[src/rtl/hyperbus_pkg.sv]
// Shared types and constants for the HyperBus PHY chip-select sequencer.
package hyperbus_pkg;

  localparam int unsigned TimCntWidth = 8;
  localparam int unsigned TimCsmWidth = 16;

  typedef enum logic [2:0] {
    IDLE    = 3'd0,
    SETUP   = 3'd1,
    ACTIVE  = 3'd2,
    HOLD    = 3'd3,
    RECOVER = 3'd4
  } hyper_cs_state_e;

  // Latched per-transfer timing; fields are wide enough for any supported counter width.
  typedef struct packed {
    logic [TimCntWidth-1:0] t_css;
    logic [TimCntWidth-1:0] t_csh;
    logic [TimCntWidth-1:0] t_cshi;
    logic [TimCsmWidth-1:0] t_csm;
    logic                   csm_ena;
  } hyper_cs_timing_t;

  localparam logic [TimCntWidth-1:0] DefTCss  = 8'd1;
  localparam logic [TimCntWidth-1:0] DefTCsh  = 8'd0;
  localparam logic [TimCntWidth-1:0] DefTCshi = 8'd1;
  localparam logic [TimCsmWidth-1:0] DefTCsm  = 16'd0;

  localparam hyper_cs_timing_t DefaultTiming = '{
    t_css:   DefTCss,
    t_csh:   DefTCsh,
    t_cshi:  DefTCshi,
    t_csm:   DefTCsm,
    csm_ena: 1'b0
  };

  // Index of the last allowed clock-active cycle; a zero limit behaves like one.
  function automatic logic [TimCsmWidth-1:0] csm_last_cycle(input logic [TimCsmWidth-1:0] t_csm);
    return (t_csm == '0) ? '0 : t_csm - TimCsmWidth'(1);
  endfunction

endpackage

[src/rtl/hyperbus_down_counter.sv]
// Loadable saturating down-counter with a registered zero flag.
module hyperbus_down_counter #(
  parameter int unsigned Width = 4
) (
  input  logic             clk_i,
  input  logic             rst_ni,
  input  logic             load_i,
  input  logic [Width-1:0] load_val_i,
  input  logic             dec_i,
  output logic             zero_o
);

  logic [Width-1:0] cnt_q, cnt_d;
  logic             zero_q;

  always_comb begin
    cnt_d = cnt_q;
    if (load_i) begin
      cnt_d = load_val_i;
    end else if (dec_i && (cnt_q != '0)) begin
      cnt_d = cnt_q - Width'(1);
    end
  end

  always_ff @(posedge clk_i or negedge rst_ni) begin
    if (!rst_ni) begin
      cnt_q  <= '0;
      zero_q <= 1'b1;
    end else begin
      cnt_q  <= cnt_d;
      zero_q <= (cnt_d == '0);
    end
  end

  assign zero_o = zero_q;

endmodule

[src/rtl/hyperbus_cs_seq.sv]
// Chip-select / clock-enable sequencer with programmable CS setup, hold,
// recovery and optional maximum CS-low time, in the 90-degree PHY clock domain.
module hyperbus_cs_seq
  import hyperbus_pkg::*;
#(
  parameter int unsigned NumChips     = 2,
  parameter int unsigned CntWidth     = 4,
  parameter int unsigned CsmWidth     = 10,
  parameter int unsigned ChipIdxWidth = (NumChips > 1) ? $clog2(NumChips) : 1
) (
  input  logic                    clk_90_i,
  input  logic                    rst_ni,
  input  logic [CntWidth-1:0]     cfg_t_css_i,
  input  logic [CntWidth-1:0]     cfg_t_csh_i,
  input  logic [CntWidth-1:0]     cfg_t_cshi_i,
  input  logic [CsmWidth-1:0]     cfg_t_csm_i,
  input  logic                    cfg_csm_ena_i,
  input  logic                    req_valid_i,
  output logic                    req_ready_o,
  input  logic [ChipIdxWidth-1:0] req_chip_i,
  input  logic                    release_i,
  input  logic                    abort_i,
  output logic                    active_o,
  output logic                    ck_ena_o,
  output logic [NumChips-1:0]     hyper_cs_no,
  output logic                    csm_expired_o,
  output logic                    req_err_o
);

  hyper_cs_state_e         state_q, state_d;
  hyper_cs_timing_t        timing_q, timing_d, cfg_timing;
  logic [ChipIdxWidth-1:0] chip_q, chip_d;
  logic [CsmWidth-1:0]     csm_q, csm_d, csm_lim;
  logic [NumChips-1:0]     cs_n_q, cs_n_d, sel_onehot;
  logic                    ck_ena_q, csm_expired_q, req_err_q;
  logic                    accept, chip_ok, start, expire, chip_err;
  logic                    cnt_load, cnt_dec, cnt_zero;
  logic [CntWidth-1:0]     cnt_val;

  assign accept  = req_valid_i & (state_q == IDLE);
  assign chip_ok = 32'(req_chip_i) < NumChips;
  assign start   = accept & chip_ok;

  // Snapshot of the configuration taken only when a transfer starts.
  always_comb begin
    cfg_timing         = DefaultTiming;
    cfg_timing.t_css   = TimCntWidth'(cfg_t_css_i);
    cfg_timing.t_csh   = TimCntWidth'(cfg_t_csh_i);
    cfg_timing.t_cshi  = TimCntWidth'(cfg_t_cshi_i);
    cfg_timing.t_csm   = TimCsmWidth'(cfg_t_csm_i);
    cfg_timing.csm_ena = cfg_csm_ena_i;
    timing_d           = start ? cfg_timing : timing_q;
    chip_d             = start ? req_chip_i : chip_q;
  end

  assign csm_lim = CsmWidth'(csm_last_cycle(timing_q.t_csm));

  hyperbus_down_counter #(
    .Width (CntWidth)
  ) i_phase_cnt (
    .clk_i      (clk_90_i),
    .rst_ni     (rst_ni),
    .load_i     (cnt_load),
    .load_val_i (cnt_val),
    .dec_i      (cnt_dec),
    .zero_o     (cnt_zero)
  );

  // Next-state logic; abort outranks release, release outranks t_CSM expiry.
  always_comb begin
    state_d  = state_q;
    cnt_load = 1'b0;
    cnt_val  = '0;
    cnt_dec  = 1'b0;
    csm_d    = csm_q;
    expire   = 1'b0;
    chip_err = 1'b0;
    unique case (state_q)
      IDLE: begin
        if (accept) begin
          if (chip_ok) begin
            state_d  = SETUP;
            cnt_load = 1'b1;
            cnt_val  = CntWidth'(timing_d.t_css);
          end else begin
            chip_err = 1'b1;
          end
        end
      end
      SETUP: begin
        if (abort_i) begin
          state_d  = RECOVER;
          cnt_load = 1'b1;
          cnt_val  = CntWidth'(timing_q.t_cshi);
        end else if (cnt_zero) begin
          state_d = ACTIVE;
          csm_d   = '0;
        end else begin
          cnt_dec = 1'b1;
        end
      end
      ACTIVE: begin
        csm_d = csm_q + CsmWidth'(1);
        if (abort_i) begin
          state_d  = RECOVER;
          cnt_load = 1'b1;
          cnt_val  = CntWidth'(timing_q.t_cshi);
        end else if (release_i) begin
          state_d  = HOLD;
          cnt_load = 1'b1;
          cnt_val  = CntWidth'(timing_q.t_csh);
        end else if (timing_q.csm_ena && (csm_q == csm_lim)) begin
          state_d  = HOLD;
          cnt_load = 1'b1;
          cnt_val  = CntWidth'(timing_q.t_csh);
          expire   = 1'b1;
        end
      end
      HOLD: begin
        if (abort_i || cnt_zero) begin
          state_d  = RECOVER;
          cnt_load = 1'b1;
          cnt_val  = CntWidth'(timing_q.t_cshi);
        end else begin
          cnt_dec = 1'b1;
        end
      end
      RECOVER: begin
        if (cnt_zero) begin
          state_d = IDLE;
        end else begin
          cnt_dec = 1'b1;
        end
      end
      default: state_d = IDLE;
    endcase
  end

  // CS follows the next state so it changes on the same edge as the phase.
  always_comb begin
    sel_onehot = NumChips'(1) << chip_d;
    cs_n_d     = '1;
    if (state_d inside {SETUP, ACTIVE, HOLD}) begin
      cs_n_d = ~sel_onehot;
    end
  end

  always_ff @(posedge clk_90_i or negedge rst_ni) begin
    if (!rst_ni) begin
      state_q       <= IDLE;
      timing_q      <= DefaultTiming;
      chip_q        <= '0;
      csm_q         <= '0;
      cs_n_q        <= '1;
      ck_ena_q      <= 1'b0;
      csm_expired_q <= 1'b0;
      req_err_q     <= 1'b0;
    end else begin
      state_q       <= state_d;
      timing_q      <= timing_d;
      chip_q        <= chip_d;
      csm_q         <= csm_d;
      cs_n_q        <= cs_n_d;
      ck_ena_q      <= (state_d == ACTIVE);
      csm_expired_q <= expire;
      req_err_q     <= chip_err;
    end
  end

  assign req_ready_o   = (state_q == IDLE);
  assign hyper_cs_no   = cs_n_q;
  assign ck_ena_o      = ck_ena_q;
  assign active_o      = ck_ena_q;
  assign csm_expired_o = csm_expired_q;
  assign req_err_o     = req_err_q;

endmodule

[config.mk]
export PLATFORM = sky130hd
export DESIGN_NAME = hyperbus_cs_seq
export DESIGN_NICKNAME = d
export VERILOG_FILES = /design/src/rtl/hyperbus_pkg.sv /design/src/rtl/hyperbus_down_counter.sv /design/src/rtl/hyperbus_cs_seq.sv
export SDC_FILE = /design/constraint.sdc
export NUM_CORES = 1
export LEC_CHECK = 0
export CORE_MARGIN = 2
export CORE_UTILIZATION = 59
export DETAILED_ROUTE_END_ITERATION = 10
export GPL_ROUTABILITY_DRIVEN = 1
export HOLD_SLACK_MARGIN = 0.02
export PLACE_DENSITY = 0.85
export SKIP_LAST_GASP = 1
export SYNTH_ARGS = -nofsm -noshare
export SYNTH_HDL_FRONTEND = slang
export SYNTH_SLANG_ARGS = --single-unit
[constraint.sdc]
create_clock -name clk_90_i -period 5.96 [get_ports clk_90_i]
set_input_delay 1.192 -clock clk_90_i [delete_from_list [all_inputs] [get_ports clk_90_i]]
set_output_delay 1.192 -clock clk_90_i [all_outputs]
set_load 0.01 [all_outputs]
After elaboration in Yosys (flattened, before gate mapping) --
Index checks and enable logic that the tools add are counted.
Cells by class: equality and inequality tests 10, muxes and demuxes 39, add/sub/neg operators 3, bitwise logic cells 2, reductions and logical operators 10, shift-type cells 1
Operator list (number):
- 2-to-1 mux 37 bit | 1
- 2-to-1 mux 4 bit | 8
- 2-to-1 mux 10 bit | 3
- 2-to-1 mux 3 bit | 8
- case mux 10 bit (2 select lines) | 1
- logical NOT 16 bit | 1
- case mux 4 bit (4 select lines) | 1
- case mux 3 bit (5 select lines) | 1
- 2-to-1 mux 1 bit | 13
- == test 3 x 2 -> 1 bit (second input constant) | 4
- adder 10 x 1 -> 10 bit (second input constant) | 1
- == test 10 bit | 1
- subtractor 10 x 1 -> 10 bit (second input constant) | 1
- == test 3 x 1 -> 1 bit (second input constant) | 2
- logical NOT 4 bit | 1
- case mux 1 bit (4 select lines) | 1
- nonzero test 4 bit | 1
- subtractor 4 x 1 -> 4 bit (second input constant) | 1
- == test 3 bit (second input constant) | 1
- logical NOT 3 bit | 1
- case mux 1 bit (3 select lines) | 1
- AND reduction 3 bit | 1
- nonzero test 3 bit | 1
- logical AND 1 bit | 2
- 8 further kinds | 8
Word-level totals: bits of input ports 29, register bits after elaboration 46, logic and storage cells 78, output and inout bits 7

Depth between registers and ports, before layout --
word-level depth 11, gate-level depth with buffers 11, depth with buffers taken out 10

By module --
Synthesis repeated with hierarchy kept, for this count alone.
Second synthesis, totals: cell total of the unflattened synthesis 267, area, all modules 2553.7 um^2
By module, submodules not included:
- hyperbus_cs_seq | instances 1, sequential area each 929.6 um^2, cells an instance 238, area an instance 2258.4 um^2
- hyperbus_down_counter | instances 1, sequential area each 126.4 um^2, cells an instance 29, area an instance 295.3 um^2

Least setup slack after synthesis --
OpenSTA, ideal clock, no wires.
path type input -> register, start point input port abort_i, end point register i_phase_cnt.zero_q, in the netlist i_phase_cnt.zero_o, cell stages on the path 7, data required time 5.870 ns, data arrival time 3.026 ns, setup time 0.090 ns, buffers on the path 0, slack 2.844 ns, cells stage by stage or3b_2 > a221oi_1 > xnor2_1 > nor3_1 > o31a_1 > a311o_1 > nor4_2
Between the ends: word-level cells in the longest chain between the ends 7, elaborated cells on any way between the ends 16, those cells by class mux: 13; reduce/logical: 3
RTL lines:
- from (decl) | RTL line hyperbus_cs_seq.sv:22 | input logic abort_i,
- logical OR 1 bit | RTL line hyperbus_cs_seq.sv:120 | if (abort_i || cnt_zero) begin
- 2-to-1 mux 1 bit | RTL line hyperbus_cs_seq.sv:120
- case mux 1 bit (3 select lines) | RTL line hyperbus_cs_seq.sv:78 | unique case (state_q)
- logical AND 1 bit | RTL line hyperbus_down_counter.sv:20 | end else if (dec_i && (cnt_q != '0)) begin
- 2-to-1 mux 4 bit | RTL line hyperbus_down_counter.sv:20
- 2-to-1 mux 4 bit (*) | RTL line hyperbus_down_counter.sv:18 | if (load_i) begin
- via i_phase_cnt.cnt_d[0] | RTL line hyperbus_down_counter.sv:13 | logic [Width-1:0] cnt_q, cnt_d;
- logical NOT 4 bit (*) | RTL line hyperbus_down_counter.sv:31 | zero_q <= (cnt_d == '0);
- to (signal assigned) | RTL line hyperbus_down_counter.sv:31
- to (decl) | RTL line hyperbus_down_counter.sv:14 | logic zero_q;
The timed path passes the listed nets; every way through them passes the cells marked *. A chain may end at the register's enable or synchronous reset.

Worst setup path in the final report --
start point register timing_q[1] (netlist bit), end point register i_phase_cnt.zero_q, in the netlist i_phase_cnt.zero_o
Between the ends: word-level cells in the longest chain between the ends 10, elaborated cells on any way between the ends 15, those cells by class add/sub: 1; eq/ne: 1; mux: 10; reduce/logical: 3
RTL lines:
- from (decl) | RTL line hyperbus_cs_seq.sv:31 | hyper_cs_timing_t timing_q, timing_d, cfg_timing;
- from (signal assigned) | RTL line hyperbus_cs_seq.sv:151 | timing_q <= DefaultTiming;
- from (signal assigned) | RTL line hyperbus_cs_seq.sv:160 | timing_q <= timing_d;
- subtractor 10 x 1 -> 10 bit / logical NOT 16 bit (equally long branches) | RTL line hyperbus_pkg.sv:39 | return (t_csm == '0) ? '0 : t_csm - TimCsmWidth'(1);
- 2-to-1 mux 10 bit (*) | RTL line hyperbus_pkg.sv:39
- == test 10 bit (*) | RTL line hyperbus_cs_seq.sv:112 | end else if (timing_q.csm_ena && (csm_q == csm_lim)) begin
- logical AND 1 bit (*) | RTL line hyperbus_cs_seq.sv:112
- 2-to-1 mux 4 bit / 2-to-1 mux 1 bit (equally long branches) | RTL line hyperbus_cs_seq.sv:112
- 2-to-1 mux 4 bit / 2-to-1 mux 1 bit (equally long branches) | RTL line hyperbus_cs_seq.sv:108 | end else if (release_i) begin
- 2-to-1 mux 4 bit / 2-to-1 mux 1 bit (equally long branches) | RTL line hyperbus_cs_seq.sv:104 | if (abort_i) begin
- case mux 4 bit (4 select lines) / case mux 1 bit (4 select lines) (equally long branches) | RTL line hyperbus_cs_seq.sv:78
- 2-to-1 mux 4 bit (*) | RTL line hyperbus_down_counter.sv:18
- via i_phase_cnt.cnt_d[2] | RTL line hyperbus_down_counter.sv:13
- logical NOT 4 bit (*) | RTL line hyperbus_down_counter.sv:31
Marks and branches as above.

==> results.py <==
metrics = {
    "setup_path": {
        "crit_path_start": "timing_q[1]$_DFFE_PN0P_",
        "timing.rr.start": "timing_q[1]$_DFFE_PN0P_",
        "cp.arrival_ns": 3.95,
        "critPathCaptureType": "flip-flop",
        "crit_path_max_fanout": 10,
        "required_ns": 6.17,
        "crit_type": "flip-flop to flip-flop",
        "setup.worst_path.start_class": "flip-flop",
    },
    "timing": {
        "finalSetupViolCount": 0,
        "max-slew-margin-rel_pct": 39.5,
        "slew_viol_final": 0,
        "period_share_pct": 62.6,
        "rsz0062_at_grt": "no",
        "clock_skew_ns": 0.00904,
        "hold_viol": 0,
        "max_clock_freq_mhz": 268,
        "tns_ns": 0,
        "tightestPinTransition_ns": 0.907,
        "layout_min_cycle_time_ns": 3.73,
    },
    "yosys": {
        "synthArstFlopShare_pct": 100,
        "synth_cells": 289,
        "synth_top_area_share_pct": 35.4,
        "ys_types": 66,
        "ys.flop_type": "dfrtp_1",
        "synth_area_leaders": "dfrtp_1 (35%), mux2_2 (7.1%), dfstp_2 (3.9%)",
        "yosysSeqAreaShare_pct": 39.3,
        "synth_top_cell_by_area": "dfrtp_1",
        "syn_area_sq_mm": 0.00269,
        "synth_nets": 321,
        "synth_edf_count": 0,
        "syn_avg_cell_area_sq_um": 9.30,
        "ys_ff_latch": 42,
        "ys_warn_count": 0,
    },
    "final_layout": {
        "multi_input_area_sq_mm": 0.00149,
        "fill_cells": 339,
        "seqCellArea_sq_mm": 0.00106,
        "drive_gt1_share_pct": 15.5,
        "syn2layout_area_growth_pct": 16.4,
        "finish.utilization_pct": 71.3,
        "diodes": 0,
        "layout.nets": 348,
    },
    "detailed_routing": {
        "avgViaCountPerCell": 6.28,
        "remaining_drc_errors": 0,
        "drt-total-wl_mm": 5.62,
        "ant_nets": 0,
        "first_pass_iters": 5,
        "wire_per_inst_microns": 15.2,
        "drt-initial-drc-count": 193,
        "dr_total_vias": 2317,
    },
    "clocking": {
        "numCtsBuffers": 5,
        "clk_pin_slew_ns": 0.09,
        "cts_resized": 0,
        "cts.sinks": 42,
        "h-tree-depth": 2,
        "cts_tree": "built",
        "cts_max_path_buffers": 2,
        "root_buffer": "clkbuf_8",
        "clk_latency_ns": 0.30,
        "cts_setup_buffers": 0,
        "holdBufCountCts": 0,
    },
    "power": {
        "p_total_mw": 1.47,
        "p_per_area_mw_per_mm2": 472,
        "p_switching_uw": 599,
        "pwr-share-clk_pct": 15.1,
        "seqPwrFrac_pct": 37.9,
        "p_leak_nw": 1.25,
        "ir_drop_uv": 291,
        "p_sw_share_pct": 40.6,
        "combPwrFrac_pct": 47.0,
        "p_int_uw": 875,
    },
    "placed_design": {
        "place_congestion": 0.873,
        "numPortBuffers": 34,
        "dp_hpwl_mm": 4.19,
    },
    "global_routing": {
        "grt_usage_pct": 24.2,
        "grt_pass1_wl_mm": 9.78,
        "gr-total-overflow": 0,
        "grt_pass1_vias": 2143,
        "grt_max_degree": 43,
        "antenna_found_initial": 0,
    },
    "floorplan": {
        "die_y_microns": 71.5,
        "num_rows": 24,
        "dieArea_sq_mm": 0.00511,
        "start_util_pct": 61.3,
        "fp.dieW_microns": 71.5,
        "pin_count": 36,
        "coreArea_sq_mm": 0.00438,
    },
    "min_path": {
        "hp-class": "flip-flop to flip-flop",
        "min_from": "timing_q[19]$_DFFE_PN0P_",
    },
    "job": {
        "maxCapViolCount": 0,
    },
    "run_status": {
        "status": "finished clean",
    },
}
[power by group through the flow]
stage          combinational [mW]  sequential, mW  clock [mW]
3_5_place_dp                0.686           0.561           0
6_report                    0.693           0.559       0.223
4_1_cts                     0.689           0.555       0.228
2_1_floorplan               0.596           0.489           0
5_1_grt                     0.776           0.581       0.242
3_3_place_gp                0.666           0.556           0
[final cells by class]
type,instances,share of cell area [%]
clock inverters,2,1.20
multi-input cells,217,47.7
well taps,52,2.08
flip-flops and latches,42,33.8
repair buffers,36,11.2
clock buffers,6,2.32
inverters,14,1.68
[through the flow]
stage	std cells	setup WS, ns	cell area (sq um)	hold WS, ns
2_1_floorplan	289	2.84	2690	0.480
5_1_grt	369	1.95	3130	0.552
3_5_place_dp	361	2.05	3020	0.497
4_1_cts	369	2.20	3130	0.516
3_3_place_gp	361	2.16	3020	0.493
6_report	369	2.23	3130	0.514
[state kept, by name (all words and copies together), names as in the netlist]
name,count
timing_q,19
active_o,1
i_phase_cnt.zero_o,1
chip_q,1
state_q,3
i_phase_cnt.cnt_q,4
hyper_cs_no,2
csm_expired_o,1
csm_q,10
[worst max-delay path, cell delays in order (launching register included)]
cell and delay, ns:
dfrtp_1 0.47, inv_1 0.11, ha_1 0.35, nor3b_2 0.41
nand3_1 0.24, mux2_2 0.35, or4_1 0.48, nor4_1 0.53
a21oi_1 0.23, mux2i_1 0.20, nor4_2 0.29
[per-layer routing]
metal | share of wire, % | global-route usage [%]
met4 | 1.4 | 7.13
met5 | 0 | 0
met1 | 46 | 34.1
met3 | 5.9 | 5.06
met2 | 47 | 38.0
[cells in the final DEF (no fill, tap or decap), types with 2 or more instances in the layout]
| master | Yosys | routed |
|---|---|---|
| buf_4 | 2 | 2 |
| dfstp_2 | 4 | 4 |
| nand3_1 | 13 | 13 |
| mux2_2 | 17 | 17 |
| a32oi_1 | 2 | 2 |
| a22oi_1 | 3 | 3 |
| nand2b_1 | 3 | 3 |
| o31a_1 | 3 | 3 |
| inv_1 | 14 | 14 |
| nand4_1 | 3 | 3 |
| nor3b_1 | 2 | 2 |
| o32ai_1 | 2 | 2 |
| ha_1 | 3 | 3 |
| a31oi_1 | 4 | 4 |
| nor4_1 | 6 | 6 |
| nor2b_1 | 2 | 2 |
| or2_2 | 5 | 5 |
| and2_1 | 2 | 2 |
| clkdlybuf4s50_1 | 0 | 33 |
| o211ai_1 | 2 | 2 |
| nor3_1 | 8 | 8 |
| mux2i_1 | 3 | 3 |
| nor2_1 | 22 | 22 |
| dfrtp_1 | 38 | 38 |
| o21ai_0 | 18 | 18 |
| and3_1 | 3 | 3 |
| a311oi_1 | 2 | 2 |
| or3b_2 | 3 | 3 |
| o311ai_0 | 2 | 2 |
| or4_1 | 3 | 3 |
| or3_1 | 7 | 7 |
| xor2_1 | 7 | 7 |
| clkbuf_8 | 0 | 5 |
| xnor2_1 | 6 | 6 |
| nand2_1 | 19 | 19 |
| a21oi_1 | 14 | 14 |
[final timing paths]
path                                                end  slack (ns)  cells after the start
min in group asynchronous       timing_q[0]$_DFFE_PN0P_        1.01                      1
min reg2reg                    timing_q[19]$_DFFE_PN0P_        0.51                      1
max                        i_phase_cnt.zero_o$_DFF_PN1_        2.23                     10
max in group asynchronous          csm_q[9]$_DFFE_PN0P_        4.37                      1
min                            timing_q[19]$_DFFE_PN0P_        0.51                      1
max reg2reg                i_phase_cnt.zero_o$_DFF_PN1_        2.23                     10
[Yosys cell counts (7+ instances only)]
cell      count
nand2_1      19
a21oi_1      14
nor3_1        8
o21ai_0      18
nand3_1      13
dfrtp_1      38
mux2_2       17
inv_1        14
or3_1         7
xor2_1        7
clkbuf_1      7
nor2_1       22
[logic make-up (layout without fill, tap and decap cells)]
logic type                 after synthesis  after routing  synth area share, %
and+or+nand+nor                        113            113                 24.0
AOI/OAI and AO/OA                       66             66                 16.7
DFF                                     42             42                 39.3
buffers and inverters                   30             58                 5.12
muxes                                   20             20                 8.24
xor gates and xnor gates                14             14                 5.08
adders and majority gates                3              3                 1.40
other                                    1              1                0.140
(Power assumes the default switching activity.)
